### config.mk
export PLATFORM = sky130hd
export DESIGN_NAME = fetch_pc_gen
export DESIGN_NICKNAME = d
export VERILOG_FILES = /design/src/rtl/fetch_pc_gen_pkg.sv /design/src/rtl/fetch_slot_mask.sv /design/src/rtl/fetch_pc_gen.sv
export SDC_FILE = /design/constraint.sdc
export NUM_CORES = 1
export LEC_CHECK = 0
export BUFFER_PORTS_ARGS = -buffer_cell sky130_fd_sc_hd__buf_2
export CAP_MARGIN = 10
export CELL_PAD_IN_SITES_DETAIL_PLACEMENT = 1
export CELL_PAD_IN_SITES_GLOBAL_PLACEMENT = 2
export CORE_MARGIN = 3
export CORE_UTILIZATION = 19
export CTS_CLUSTER_SIZE = 10
export DETAILED_ROUTE_END_ITERATION = 8
export PLACE_DENSITY = 0.73
export SLEW_MARGIN = 0
export SYNTH_ARGS = -nofsm -noshare
export SYNTH_HDL_FRONTEND = slang
export SYNTH_SLANG_ARGS = --single-unit
### constraint.sdc
create_clock -name clk -period 2 [get_ports clk]
set_input_delay 0.1 -clock clk [delete_from_list [all_inputs] [get_ports clk]]
set_output_delay 0.1 -clock clk [all_outputs]
set_load 0.01 [all_outputs]
### src/rtl/fetch_pc_gen_pkg.sv
// Shared definitions for the IF-stage fetch PC generator: ExcCodes, reset PC and FSM encoding.
package fetch_pc_gen_pkg;

  typedef enum logic {
    StRun  = 1'b0,
    StHalt = 1'b1
  } fetch_st_e;

  localparam logic [4:0]  ExcAdel = 5'h04;
  localparam logic [31:0] ResetPc = 32'hBFC00000;

endpackage

### src/rtl/fetch_slot_mask.sv
// Per-slot valid mask for a fetch group: from the entry slot upward, or a single delay-slot entry.
module fetch_slot_mask #(
  parameter int unsigned FETCH_WIDTH = 4,
  localparam int unsigned SLOT_W = $clog2(FETCH_WIDTH)
) (
  input  logic [SLOT_W-1:0]      slot_i,
  input  logic                   ds_i,
  output logic [FETCH_WIDTH-1:0] mask_o
);

  localparam logic [FETCH_WIDTH-1:0] OneHot0 = {{(FETCH_WIDTH-1){1'b0}}, 1'b1};

  always_comb begin
    mask_o = {FETCH_WIDTH{1'b1}} << slot_i;
    if (ds_i) begin
      mask_o = OneHot0 << slot_i;
    end
  end

endmodule

### src/rtl/fetch_pc_gen.sv
// IF-stage fetch address generator: selects the next group PC from redirects or the predictor
// and issues group-aligned index requests to the I-Cache.
module fetch_pc_gen
  import fetch_pc_gen_pkg::*;
#(
  parameter int unsigned       FETCH_WIDTH = 4,
  parameter int unsigned       ADDR_W      = 32,
  parameter int unsigned       IDX_HI      = 11,
  parameter logic [ADDR_W-1:0] RESET_PC    = ResetPc,
  parameter logic [4:0]        ADEL_CODE   = ExcAdel,
  localparam int unsigned      OFS         = $clog2(FETCH_WIDTH) + 2
) (
  input  logic                   clk,
  input  logic                   rst,
  output logic                   inst_req,
  output logic [IDX_HI-OFS:0]    inst_index,
  input  logic                   inst_index_ok,
  input  logic                   stop_fetch_i,
  input  logic [ADDR_W-1:0]      pred_pc_i,
  input  logic                   pred_need_ds_i,
  input  logic                   bsc_flush_i,
  input  logic                   sba_flush_i,
  input  logic [ADDR_W-1:0]      sba_dest_i,
  input  logic                   exc_flush_i,
  input  logic [ADDR_W-1:0]      exc_dest_i,
  output logic [ADDR_W-1:0]      vaddr_o,
  output logic [ADDR_W-1:0]      last_vaddr_o,
  output logic [FETCH_WIDTH-1:0] inst_enable_o,
  output logic                   need_ds_o,
  output logic                   has_exc_o,
  output logic [4:0]             exc_code_o
);

  localparam int unsigned GRP_W = ADDR_W - OFS;
  localparam logic [GRP_W-1:0] GrpOne = {{(GRP_W-1){1'b0}}, 1'b1};

  logic [ADDR_W-1:0] pc_q;
  logic              ds_q;
  fetch_st_e         st_q;
  logic              accept;
  logic [GRP_W-1:0]  grp;

  assign grp        = pc_q[ADDR_W-1:OFS];
  assign inst_req   = rst && (st_q == StRun) && !stop_fetch_i;
  assign accept     = inst_req && inst_index_ok;
  assign inst_index = pc_q[IDX_HI:OFS];

  // Low two bits are kept so the misalignment travels with the group.
  assign vaddr_o      = {grp, {(OFS-2){1'b0}}, pc_q[1:0]};
  assign last_vaddr_o = {grp - GrpOne, {(OFS-2){1'b0}}, pc_q[1:0]};
  assign need_ds_o    = ds_q;
  assign has_exc_o    = |pc_q[1:0];
  assign exc_code_o   = ADEL_CODE;

  fetch_slot_mask #(
    .FETCH_WIDTH(FETCH_WIDTH)
  ) u_slot_mask (
    .slot_i(pc_q[OFS-1:2]),
    .ds_i  (ds_q),
    .mask_o(inst_enable_o)
  );

  always_ff @(posedge clk) begin
    if (!rst) begin
      pc_q <= RESET_PC;
      ds_q <= 1'b0;
      st_q <= StRun;
    end else if (exc_flush_i) begin
      pc_q <= exc_dest_i;
      ds_q <= 1'b0;
      st_q <= StRun;
    end else if (sba_flush_i) begin
      pc_q <= sba_dest_i;
      ds_q <= 1'b0;
      st_q <= StRun;
    end else if (bsc_flush_i) begin
      pc_q <= pred_pc_i;
      ds_q <= pred_need_ds_i;
      st_q <= StRun;
    end else if (accept) begin
      // A misaligned group is still issued so the exception reaches WB; then wait for redirect.
      if (has_exc_o) begin
        st_q <= StHalt;
      end else begin
        pc_q <= pred_pc_i;
        ds_q <= pred_need_ds_i;
      end
    end
  end

endmodule

==> Flow_metrics.wiki <==
{| class="wikitable"
! Metric !! Value
|-
| Sequential cell area fraction in the yosys report || 24.0%
|-
| Setup repair after global routing missed its margin || yes
|-
| Number of global-route vias before repair || 3,223
|-
| Stage delay of the slowest cell on the critical path || 0.53 ns
|-
| Library cell occupying the most area in the post-synthesis netlist || dfxtp_1
|-
| Pin count of the biggest net entering global routing || 58
|-
| # H-tree levels || 2
|-
| Critical R2R Capture || pc_q[17]
|-
| Wire length of the first global-routing pass || 17,200 um
|-
| Count of yosys warnings during synthesis || 0
|-
| Worst hold path stage count || 2
|-
| Least setup slack across all paths after layout || -0.391 ns
|-
| Number of synthesized flops with an enable pin || 0
|-
| Site row count || 44
|-
| FF+latch count, synth || 34
|-
| Final number of hold-violating endpoints || 0
|-
| Register-to-register setup slack || 0.33 ns
|-
| Start point of the worst hold path || bsc_flush_i
|-
| Asr flop ratio synth || 0%
|-
| Critical path class || reg -> out
|-
| Combinational family with the most area after synthesis || simple AND/OR/NAND/NOR gates
|-
| Buffers and inverters on the worst path || 2
|-
| Minimum period implied by the final worst setup slack || 2.39 ns
|-
| Register clock-pin slew on the reported worst setup and hold paths || 0.06 ns
|-
| Leakage || 0.00203 uW
|-
| Total via count after detailed routing || 3,162
|-
| Pre-antenna DRT Iters || 4
|-
| Share of Yosys cell area claimed by the top area cell type || 24.0%
|-
| Remaining max-slew budget at the tightest pin || 62.2%
|-
| Path class of the lowest-slack min-delay path || in -> reg
|-
| Post-synthesis to final-layout area growth || 44.2%
|-
| CTS hold repair buffers || 0
|-
| Clock buffer count from CTS || 5
|-
| Post-Route Utilization || 28.0%
|-
| Share of layout cells above drive strength 1 || 47.3%
|-
| First DRT Iteration DRCs || 97
|-
| Overall die height || 128 um
|-
| Total die area || 16,400 sq um
|-
| Clock tree skew after final layout || 0.00523 ns
|-
| Number of ports placed on the die boundary || 188
|-
| Top cells by area in the synthesized netlist || dfxtp_1, buf_4, mux2i_1
|-
| Antenna diodes || 0
|-
| Overall fraction of global-route tracks in use || 12.9%
|-
| Final max-slew violation count || 0
|-
| Fraction of the mapped netlist area in adder cells || 0.441%
|-
| Final period util || 120%
|-
| CP Max Fanout || 8
|-
| Result of the run || finished, violations left
|-
| Final HPWL DP || 8920 um
|-
| Total overflow reported by the global router || 0
|-
| Number of nets still failing antenna checks after routing || 0
|-
| Wire length per cell after detailed routing || 15.4 um
|-
| Crit path arrival time || 2.29 ns
|-
| Area taken by multi-input logic gates || 1800 sq um
|-
| Total Nets Final || 650
|-
| RePlAce Congestion || 0.770
|-
| Main flop type after synthesis || dfxtp_1
|-
| Die X-Extent || 128 um
|-
| Total setup violations reported at the end of the flow || 23
|-
| Total power of the final layout || 2460 uW
|-
| Clock root buffer master || clkbuf_16
|-
| Compound-Gate Fraction of Synth Area || 13.8%
|-
| Initial core utilization || 19.4%
|-
| Sinks on the clock net || 34
|-
| Number of remaining DRC errors || 0
|-
| Number of distinct library cells after synthesis || 35
|-
| Number of I/O port buffers || 178
|-
| Worst-case hold path end point || st_q
|-
| Number of instances in the synthesized netlist || 387
|-
| Drt total wl || 11,200 um
|-
| Highest achievable clock rate || 0.418 GHz
|-
| Worst path slowest cell || or4_4
|-
| Required arrival time at the worst endpoint || 1.90 ns
|-
| Worst r2r src || st_q
|-
| Violations in the final reports || negative setup slack
|-
| Critical Path, Cell by Cell || inv_2, ha_4, or4b_4, or4_4, nor3_2, xor2_1, buf_2
|-
| Cell family contributing the most delay on the critical path || simple AND/OR/NAND/NOR gates
|-
| Number of antenna violations at the first check in global routing || 0
|-
| Power density cells || 602 nW/um^2
|-
| Maxcap violations || 0
|-
| Simple-gate share of the synthesized area || 25.2%
|-
| Actual slew at the worst max-slew pin || 0.566 ns
|-
| Mux cell area share after synthesis || 12.0%
|-
| Core Box Area || 14,600 sq um
|-
| Number of cell instances on the worst register-to-register path || 6
|-
| Mean instance size in the synthesized netlist || 7.33 sq um
|-
| Post-detailed-route via-to-cell ratio || 4.33
|-
| Clock tree buffer depth || 2
|-
| CP Launch Type || flop
|-
| Clock tree from TritonCTS || done
|-
| Worst IR Drop VDD || 0.293 mV
|-
| Storage element area || 683 sq um
|-
| Crit. End Element || output pin
|-
| Clock latency on the worst-skew pair || 0.27 ns
|-
| Post-Synth XOR/XNOR Area || 6.80%
|-
| Fillers || 1,810
|-
| Post-synth design cell area || 2840 sq um
|}
-- registers in the layout, summed over array words and instances, names as in the netlist --
signal	flops
pc_q	32
need_ds_o	1
st_q	1
-- area by class of cell --
type                    instances  area share, %
well taps                     184           5.63
repair buffers                218           29.5
clock buffers                   7           3.49
clock inverters                 1          0.122
inverters                       6          0.551
multi-input cells             280           44.0
flip-flops and latches         34           16.7
-- synth_stat cells, types with 3 or more instances --
master / instances
nand2_1: 55
o21ai_0: 53
buf_4: 49
dfxtp_1: 34
mux2i_1: 34
nor2_1: 32
nand3_1: 27
clkbuf_1: 21
xor2_1: 20
a211oi_1: 9
nor3_2: 7
inv_1: 6
nor4_2: 4
a21oi_1: 3
buf_1: 3
nor3_1: 3
or2_2: 3
-- cell families after synthesis --
group,Yosys count
compound gates,70
fa+ha+maj,1
mux,34
xor+xnor,22
simple gates,143
buf+inv,81
other cells,2
flops,34
-- through the flow --
step	cell area [sq um]	instances	TNS [ns]	worst slack (ns)	hold slack [ns]
global route	4090	730	-8.75	-0.494	0.0556
floorplan	2890	394	-0.653	-0.0716	0.179
CTS	4020	726	-6.79	-0.410	0.0525
finish	4090	730	-6.66	-0.391	0.0555
detailed placement	3800	714	-1.86	-0.178	0.352
global placement	3800	714	-0.799	-0.112	0.331
-- metal layers --
metal  track usage (%)  share of wire [%]
met1              16.7                 44
met2              23.1                 51
met3              1.17                3.1
met4              2.75                1.2
met5                 0                  0
-- timing repair --
action	CTS	global route
gates resized for setup	11	7
endpoints found under the hold margin	0	0
pin swaps	2	4
buffers inserted	3	4
cloned	1	0
endpoints found under the setup margin	22	23
-- layout by cell type, fill, tap and decap left out, drive strengths merged --
cell     count
or4b         1
or3          2
o31ai        2
o41ai        1
dfxtp       34
clkbuf       7
a211oi       9
xor2        20
or4          5
a2111oi      1
nor4         6
buf        218
clkinv       1
conb         9
nand3       27
xnor2        2
inv          6
a2111o       1
nand4        1
nor2        32
ha           1
o21ai       53
nand2       55
mux2i       34
nor3        10
a21oi        3
or2          3
nor4bb       1
nor3b        1
-- power by group --
group          switching [uW]  internal (uW)  leakage, uW
registers                60.6            730     0.000283
logic                     472            403      0.00167
clock network             299            494    0.0000739
total                     832           1630      0.00203
-- worst max path at each step --
stage / startpoint / endpoint / depth (start not counted) / slack (ns)
3_5_place_dp: pc_q[4] / last_vaddr_o[19] / 5 / -0.18
4_1_cts: pc_q[4] / last_vaddr_o[28] / 7 / -0.41
6_report: pc_q[4] / last_vaddr_o[30] / 7 / -0.39
2_1_floorplan: pc_q[4] / last_vaddr_o[24] / 7 / -0.07
5_1_grt: pc_q[4] / last_vaddr_o[22] / 7 / -0.49
3_3_place_gp: pc_q[4] / last_vaddr_o[25] / 5 / -0.11
Note: power is estimated with default switching activity, not from simulation.
